`config.mk`:
```
export PLATFORM = sky130hd
export DESIGN_NAME = univ_shift_reg
export DESIGN_NICKNAME = d
export VERILOG_FILES = /design/src/rtl/univ_shift_reg_pkg.sv /design/src/rtl/univ_shift_reg_shift.sv /design/src/rtl/univ_shift_reg.sv
export SDC_FILE = /design/constraint.sdc
export NUM_CORES = 1
export LEC_CHECK = 0
export BUFFER_PORTS_ARGS = -buffer_cell sky130_fd_sc_hd__buf_2
export CAP_MARGIN = 20
export CELL_PAD_IN_SITES_DETAIL_PLACEMENT = 1
export CELL_PAD_IN_SITES_GLOBAL_PLACEMENT = 1
export CORE_ASPECT_RATIO = 0.7
export CORE_MARGIN = 1
export CORE_UTILIZATION = 41
export CTS_BUF_LIST = sky130_fd_sc_hd__clkbuf_4
export CTS_CLUSTER_SIZE = 40
export DETAILED_ROUTE_END_ITERATION = 7
export PLACE_DENSITY_LB_ADDON = 0.1
export SLEW_MARGIN = 20
export SYNTH_ARGS = -nofsm -noshare
export SYNTH_HDL_FRONTEND = slang
export SYNTH_SLANG_ARGS = --single-unit
```
`constraint.sdc`:
```
create_clock -name clk_i -period 5.4 [get_ports clk_i]
set_clock_uncertainty 0.05 [all_clocks]
set_input_delay 1.08 -clock clk_i [delete_from_list [all_inputs] [get_ports clk_i]]
set_output_delay 1.08 -clock clk_i [all_outputs]
set_load 0.01 [all_outputs]
```
`src/rtl/univ_shift_reg_pkg.sv`:
```
// -----------------------------------------------------------------------------
// univ_shift_reg_pkg
//   Shared types for the universal shift register.
//   - mode_e        : 3-bit operation select
//   - state_e       : auto-run sequencer states
//   - is_shift_mode : true for the modes an auto-run can repeat (SHL..ASR)
// -----------------------------------------------------------------------------
package univ_shift_reg_pkg;

  typedef enum logic [2:0] {
    MODE_HOLD = 3'd0,
    MODE_LOAD = 3'd1,
    MODE_SHL  = 3'd2,
    MODE_SHR  = 3'd3,
    MODE_ROL  = 3'd4,
    MODE_ROR  = 3'd5,
    MODE_ASR  = 3'd6,
    MODE_RSVD = 3'd7
  } mode_e;

  typedef enum logic {
    ST_IDLE = 1'b0,
    ST_RUN  = 1'b1
  } state_e;

  function automatic logic is_shift_mode(input mode_e m);
    return (m inside {MODE_SHL, MODE_SHR, MODE_ROL, MODE_ROR, MODE_ASR});
  endfunction

endpackage

```
`src/rtl/univ_shift_reg_shift.sv`:
```
// -----------------------------------------------------------------------------
// shift_unit
//   Purely combinational next-value logic for the shift register. The same
//   instance serves manual single ops and auto-run steps; the caller picks
//   which mode drives it.
//   Ports:
//     q       in  WIDTH  current register value
//     mode    in  mode_e operation to apply
//     ser_l_i in  1      serial fill at MSB (SHR)
//     ser_r_i in  1      serial fill at LSB (SHL)
//     d_i     in  WIDTH  parallel load data
//     next_q  out WIDTH  value after applying mode to q
// -----------------------------------------------------------------------------
module shift_unit
  import univ_shift_reg_pkg::*;
#(
  parameter int WIDTH = 8
) (
  input  logic [WIDTH-1:0] q,
  input  mode_e            mode,
  input  logic             ser_l_i,
  input  logic             ser_r_i,
  input  logic [WIDTH-1:0] d_i,
  output logic [WIDTH-1:0] next_q
);

  always_comb begin
    next_q = q;
    case (mode)
      MODE_LOAD: next_q = d_i;
      MODE_SHL:  next_q = {q[WIDTH-2:0], ser_r_i};
      MODE_SHR:  next_q = {ser_l_i, q[WIDTH-1:1]};
      MODE_ROL:  next_q = {q[WIDTH-2:0], q[WIDTH-1]};
      MODE_ROR:  next_q = {q[0], q[WIDTH-1:1]};
      MODE_ASR:  next_q = {q[WIDTH-1], q[WIDTH-1:1]};
      default:   next_q = q;   // HOLD and the reserved code both hold
    endcase
  end

endmodule

```
`src/rtl/univ_shift_reg.sv`:
```
// -----------------------------------------------------------------------------
// univ_shift_reg
//   WIDTH-bit universal shift register with complementary outputs. Performs
//   one op per enabled cycle (manual) or an auto-sequenced run of cnt_i
//   shifts with a busy/done handshake.
//   Ports:
//     clk_i    in  1      clock, rising edge
//     rst_n_i  in  1      asynchronous reset, active low
//     clr_i    in  1      synchronous clear (aborts a run, no done)
//     en_i     in  1      enable for manual ops and run progress
//     mode_i   in  3      operation select (see mode_e)
//     d_i      in  WIDTH  parallel load data
//     ser_l_i  in  1      serial in at MSB
//     ser_r_i  in  1      serial in at LSB
//     start_i  in  1      start an auto-run of cnt_i shifts
//     cnt_i    in  CNT_W  auto-run shift count
//     q_o      out WIDTH  register value
//     qb_o     out WIDTH  ~q_o
//     ser_l_o  out 1      q_o MSB
//     ser_r_o  out 1      q_o LSB
//     busy_o   out 1      auto-run in progress
//     done_o   out 1      single-cycle pulse when a run completes
// -----------------------------------------------------------------------------
module univ_shift_reg
  import univ_shift_reg_pkg::*;
#(
  parameter int WIDTH = 8,
  parameter int CNT_W = $clog2(WIDTH + 1)
) (
  input  logic             clk_i,
  input  logic             rst_n_i,
  input  logic             clr_i,
  input  logic             en_i,
  input  logic [2:0]       mode_i,
  input  logic [WIDTH-1:0] d_i,
  input  logic             ser_l_i,
  input  logic             ser_r_i,
  input  logic             start_i,
  input  logic [CNT_W-1:0] cnt_i,
  output logic [WIDTH-1:0] q_o,
  output logic [WIDTH-1:0] qb_o,
  output logic             ser_l_o,
  output logic             ser_r_o,
  output logic             busy_o,
  output logic             done_o
);

  state_e           state_reg, state_next;
  logic [CNT_W-1:0] cnt_reg,   cnt_next;
  mode_e            mode_reg,  mode_next;
  logic [WIDTH-1:0] q_reg,     q_next;
  logic             done_reg,  done_next;

  mode_e            mode_in;
  mode_e            op_mode;
  logic [WIDTH-1:0] shift_q;

  assign mode_in = mode_e'(mode_i);

  // While running, the latched mode drives the datapath so mode_i changes
  // mid-run have no effect.
  assign op_mode = (state_reg == ST_RUN) ? mode_reg : mode_in;

  shift_unit #(
    .WIDTH (WIDTH)
  ) u_shift (
    .q       (q_reg),
    .mode    (op_mode),
    .ser_l_i (ser_l_i),
    .ser_r_i (ser_r_i),
    .d_i     (d_i),
    .next_q  (shift_q)
  );

  always_ff @(posedge clk_i or negedge rst_n_i) begin
    if (!rst_n_i) begin
      state_reg <= ST_IDLE;
      cnt_reg   <= '0;
      mode_reg  <= MODE_HOLD;
      q_reg     <= '0;
      done_reg  <= 1'b0;
    end else begin
      state_reg <= state_next;
      cnt_reg   <= cnt_next;
      mode_reg  <= mode_next;
      q_reg     <= q_next;
      done_reg  <= done_next;
    end
  end

  always_comb begin
    state_next = state_reg;
    cnt_next   = cnt_reg;
    mode_next  = mode_reg;
    q_next     = q_reg;
    done_next  = 1'b0;   // done is a pulse unless set below

    if (clr_i) begin
      state_next = ST_IDLE;
      cnt_next   = '0;
      q_next     = '0;
    end else if (state_reg == ST_RUN) begin
      if (en_i) begin
        q_next   = shift_q;
        cnt_next = cnt_reg - CNT_W'(1);
        // Last shift and done pulse share the same edge.
        if (cnt_reg == CNT_W'(1)) begin
          state_next = ST_IDLE;
          done_next  = 1'b1;
        end
      end
    end else if (start_i && en_i && is_shift_mode(mode_in)) begin
      if (cnt_i != '0) begin
        // Capture edge only: the first shift happens on the next edge.
        state_next = ST_RUN;
        cnt_next   = cnt_i;
        mode_next  = mode_in;
      end else begin
        done_next  = 1'b1;   // empty run completes immediately
      end
    end else if (en_i) begin
      q_next = shift_q;
    end
  end

  assign q_o     = q_reg;
  assign qb_o    = ~q_reg;
  assign ser_l_o = q_reg[WIDTH-1];
  assign ser_r_o = q_reg[0];
  assign busy_o  = (state_reg == ST_RUN);
  assign done_o  = done_reg;

endmodule

```
=== After elaboration in Yosys (flattened, before gate mapping) ===
Cells that the tools add are included.

* Input port bits: 22
* Memory bits (read-only): 0
* Logic and storage cells: 54
* Memories: 0
* Bits in writable memories: 0
* Bits in latches: 0
* Register bits after elaboration: 17

* Bitwise gates (word level): 3
* Reduce and logical (&&, ||, !) cells: 8
* Shift-type cells: 0
* Add/subtract/negate cells: 1
* Div/mod/pow operators: 0
* Eq/ne operators: 14
* Mux-type cells: 23
* $lt $le $gt $ge: 0
* Multiply operators: 0

{| class="wikitable"
|+ Operator list
! kind !! count
|-
| case mux 8 bit (6 select lines) || 1
|-
| 2-to-1 mux 8 bit || 4
|-
| 2-to-1 mux 4 bit || 5
|-
| == test 3 bit (second input constant) || 6
|-
| == test 3 x 2 -> 1 bit (second input constant) || 4
|-
| 2-to-1 mux 1 bit || 12
|-
| inverter 8 bit || 1
|-
| inequality test 3 bit (second input constant) || 2
|-
| nonzero test 3 bit || 2
|-
| nonzero test 5 bit || 1
|-
| == test 4 x 1 -> 1 bit (second input constant) || 1
|-
| AND reduction 4 bit || 1
|-
| nonzero test 4 bit || 1
|-
| subtractor 4 x 1 -> 4 bit (second input constant) || 1
|-
| == test 3 x 1 -> 1 bit (second input constant) || 1
|-
| 2-to-1 mux 3 bit || 1
|-
| AND reduction 3 bit || 1
|-
| logical AND 1 bit || 2
|-
| inverter 1 bit || 2
|}

=== Depth between registers and ports, before layout ===
* Word-level depth: 7
* Mapped depth: 8
* Gate-level depth less buffers: 6

=== Modules after synthesis ===
A second synthesis with hierarchy kept.

* Cell total of the unflattened synthesis: 140
* Area total of the unflattened synthesis: 1435.1 um^2

{| class="wikitable"
|+ By module, submodules not included
! module !! instances !! seq. area each (um^2) !! area an instance (um^2) !! cells an instance
|-
| univ_shift_reg || 1 || 425.4 || 1031.0 || 92
|-
| shift_unit || 1 || 0.0 || 404.1 || 48
|}

=== Least setup slack after synthesis ===
No wires, ideal clock.

* Path type: input to register
* Start: in cnt_i[2]
* End: reg cnt_reg[3]
* Path slack: 2.961 ns
* Data required time: 5.224 ns
* Path buffers: 0
* Stages on the path: 5
* Arrival time: 2.263 ns
* Setup time: 0.126 ns
* Cells stage by stage: nor4_2 -> o31ai_1 -> a21oi_2 -> o21ai_0 -> a221o_1

* Word-level cells in the longest chain between the ends: 3

{| class="wikitable"
|+ RTL lines
! what !! RTL line !! source
|-
| start, declared || univ_shift_reg.sv:39 || <nowiki>input logic [CNT_W-1:0] cnt_i,</nowiki>
|-
| nonzero test 4 bit || univ_shift_reg.sv:113 || <nowiki>if (cnt_i != '0) begin</nowiki>
|-
| nonzero test 3 bit (no source line) || -- ||
|-
| AND reduction 3 bit (no source line) || -- ||
|-
| end signal, assigned || univ_shift_reg.sv:84 || <nowiki>cnt_reg <= cnt_next;</nowiki>
|-
| end, declared || univ_shift_reg.sv:49 || <nowiki>logic [CNT_W-1:0] cnt_reg, cnt_next;</nowiki>
|}

No other way between the ends.
A chain may end at the register's enable or synchronous reset.

=== Worst setup path after layout ===
* Start: reg state_reg, in the netlist busy_o
* End: reg q_reg[4], in the netlist q_o[4]

* Word-level cells in the longest chain between the ends: 7
* Elaborated cells on any way between the ends: 13
* Those cells by class: 7 x eq/ne; 6 x mux

{| class="wikitable"
|+ RTL lines
! what !! RTL line !! source
|-
| start, declared || univ_shift_reg.sv:48 || <nowiki>state_e state_reg, state_next;</nowiki>
|-
| start signal, assigned || univ_shift_reg.sv:83 || <nowiki>state_reg <= state_next;</nowiki>
|-
| 2-to-1 mux 3 bit || univ_shift_reg.sv:62 || <nowiki>assign op_mode = (state_reg == ST_RUN) ? mode_reg : mode_in;</nowiki>
|-
| == test 3 bit (tied with other cells) || univ_shift_reg_shift.sv:29 || <nowiki>case (mode)</nowiki>
|-
| case mux 8 bit (6 select lines) || univ_shift_reg_shift.sv:29 ||
|-
| 2-to-1 mux 8 bit || univ_shift_reg.sv:103, univ_shift_reg.sv:121 ||
|-
| 2-to-1 mux 8 bit || univ_shift_reg.sv:112 || <nowiki>end else if (start_i && en_i && is_shift_mode(mode_in)) begin</nowiki>
|-
| 2-to-1 mux 8 bit || univ_shift_reg.sv:102 || <nowiki>end else if (state_reg == ST_RUN) begin</nowiki>
|-
| 2-to-1 mux 8 bit || univ_shift_reg.sv:98 || <nowiki>if (clr_i) begin</nowiki>
|-
| end signal, assigned || univ_shift_reg.sv:86 || <nowiki>q_reg <= q_next;</nowiki>
|-
| end, declared || univ_shift_reg.sv:51 || <nowiki>logic [WIDTH-1:0] q_reg, q_next;</nowiki>
|}

Parallel ways exist; a longest one is shown, timed or not. The select of a mux whose other input is x is not followed.

==> reports/summary.txt <==
Status: finished clean
Vias in the first global route: 1277
DRC: 0
First drt pass iteration count: 4
Fillcell total: 367
Rows: 16
RR Endpoint: q_o[4]
Worst setup SP type: flop
Overall power: 411 uW
CTS tree: yes
Max reg flops: 8
Post-CTS setup buffer count: 0
Pwr dens: 272 nW/um2
Final hold violation count: 0
Placed cells: 215
Peak supply drop: 0.000108 V
Fraction of registers with async set/reset: 100%
WP data arrival: 2.75 ns
Htree depth: 1
ANT cells: 0
Post-DRT Antenna Nets: 0
Antenna violations before repair: 0
Syn-to-layout area delta: 14.8%
DR WL/cell: 17.1 um
Mapped Nets: 170
Setup-failing EPs final: 0
Clock Latency Late Sink: 0.30 ns
Worst-Margin Slew: 0.711 ns
Clock Pin Slew Worst Setup and Hold Paths: 0.11 ns
Dpl ws: 2.53 ns
Worst-path maximum fanout: 16
Cell variety after synth: 37
Final setup margin: 2.80 ns
Min-Delay Path Class: reg -> reg
Rel. slew slack: 52.6%
First-pass GRT wire length: 6220 um
Most frequent cells in the layout: 41 x buf_2, 17 x nand2_1, 17 x dfrtp_1
R2R setup slack: 2.80 ns
P_leak: 0.662 nW
Core ar.: 2920 um2
Flops & latches, synth: 17
Fin cells: 219
Via count: 1287
Drt via density: 5.88
Final setup TNS: 0 ns
Die W: 69.8 um
Syn avg cell area: 9.02 um2
Period Utilization, post-route: 48.2%
Clk buf depth: 2
Minimum clock period: 2.60 ns
Top_reg_cell synth: dfrtp_1
Largest net degree at the start of global routing: 18
Worst reg2reg startpoint: busy_o
Fraction of layout cells with a size suffix above 1: 35.0%
Root Buffer: clkbuf_4
Commonest non-fill, non-tap cell in the layout: buf_2
Yosys top cell area share: 32.3%
Netlist Area Pre-Place: 1320 um2
Hold-fix buffers, CTS: 0
Critical Path Start: busy_o
Final core occ: 51.8%
CP Capture Type: flop
Post-layout nets: 208
Synth top area cells: dfrtp_1 32%, mux2_2 5.1%, o41ai_2 4.9%
Ports: 42
TritonCTS Buffers: 3
Syn. warnings: 0
Max Clock Freq: 0.384 GHz
Gpl congestion: 0.803
Hold Path Depth: 2
Maxcap violations: 0
Post-DP HPWL: 2940 um
Reg2Reg Depth: 5
RSZ-0062 raised after global routing: false
Die Area: 3450 um2
Synth Instances: 146
Sequential-to-total area share from yosys stat: 32.3%
EDFF count, synth: 0
Required @ worst endpoint: 5.55 ns
Cts repair resizes: 0
Buffers added on ports: 41
Worst setup path end: q_o[4]
Total wire length: 3740 um
Crit Path Category: reg -> reg
Initial drt markers: 93
Area leader, netlist: dfrtp_1
GRT Overall Usage: 23.0%
GRT overflow: 0
Slew Limit Fails: 0
Die H: 49.4 um
Clk sinks: 17
Initial core utilization: 45.1%
layer usage:
metal / wire length (um) / track usage [%]
met4: 22 / 4.00
met5: 0 / 0
met2: 1670 / 36.9
met3: 180 / 6.20
met1: 1870 / 31.7
layout make-up:
class | instances | area, um2 | area share, %
sequential | 17 | 425 | 28.1
clock inverter | 1 | 5.00 | 0.331
inverter | 13 | 48.8 | 3.23
timing repair buffer | 41 | 205 | 13.6
clock buffer | 3 | 22.5 | 1.49
tap | 36 | 45.0 | 2.98
multi-input combinational | 108 | 761 | 50.3
stage by stage:
step | area, um2 | hold slack (ns)
floorplan | 1320 | 0.438
finish | 1510 | 0.502
CTS | 1510 | 0.517
detailed placement | 1490 | 0.491
global placement | 1490 | 0.469
global route | 1510 | 0.549
cell families (layout without fill, tap and decap cells):
logic type                 count (synthesis)  after routing  synth area share (%)
buffers and inverters                     21             58                  9.97
muxes                                      9              9                  9.59
xor gates and xnor gates                   1              1                 0.665
AOI/OAI and AO/OA                         52             52                  28.6
DFF                                       17             17                  32.3
and+or+nand+nor                           44             44                  17.0
adders and majority gates                  2              2                  1.90
worst min-delay path by stage:
stage,endpoint,from,slack (ns)
after floorplan,cnt_reg[1],cnt_reg[1],0.44
after global placement,cnt_reg[1],cnt_reg[1],0.47
after detailed placement,cnt_reg[1],cnt_reg[1],0.49
after CTS,cnt_reg[1],cnt_reg[1],0.52
after global routing,mode_reg[2],mode_reg[2],0.55
final,cnt_reg[1],cnt_reg[1],0.50
synthesized netlist by cell type, drive strengths merged, types with 3 or more instances:
library cell and number:
nand3 6, nor2 10, o21ai 12, dfrtp 17, o211ai 6, mux2i 3
buf 6, inv 13, o41ai 7, nor3 4, mux2 6, a21oi 13
nand2 17, o31ai 4
report_power, final:
group | switching, mW | internal, mW
logic | 0.0947 | 0.0675
clock network | 0.0442 | 0.0276
registers | 0.0287 | 0.148
critical path, stage by stage, from the launching register on:
cell and delay, ns:
dfrtp_1 0.82, mux2_2 0.54, nor3_1 0.35, o31a_1 0.53
nand2_1 0.13, o41ai_2 0.08
Note: power is estimated with default switching activity, not from simulation.
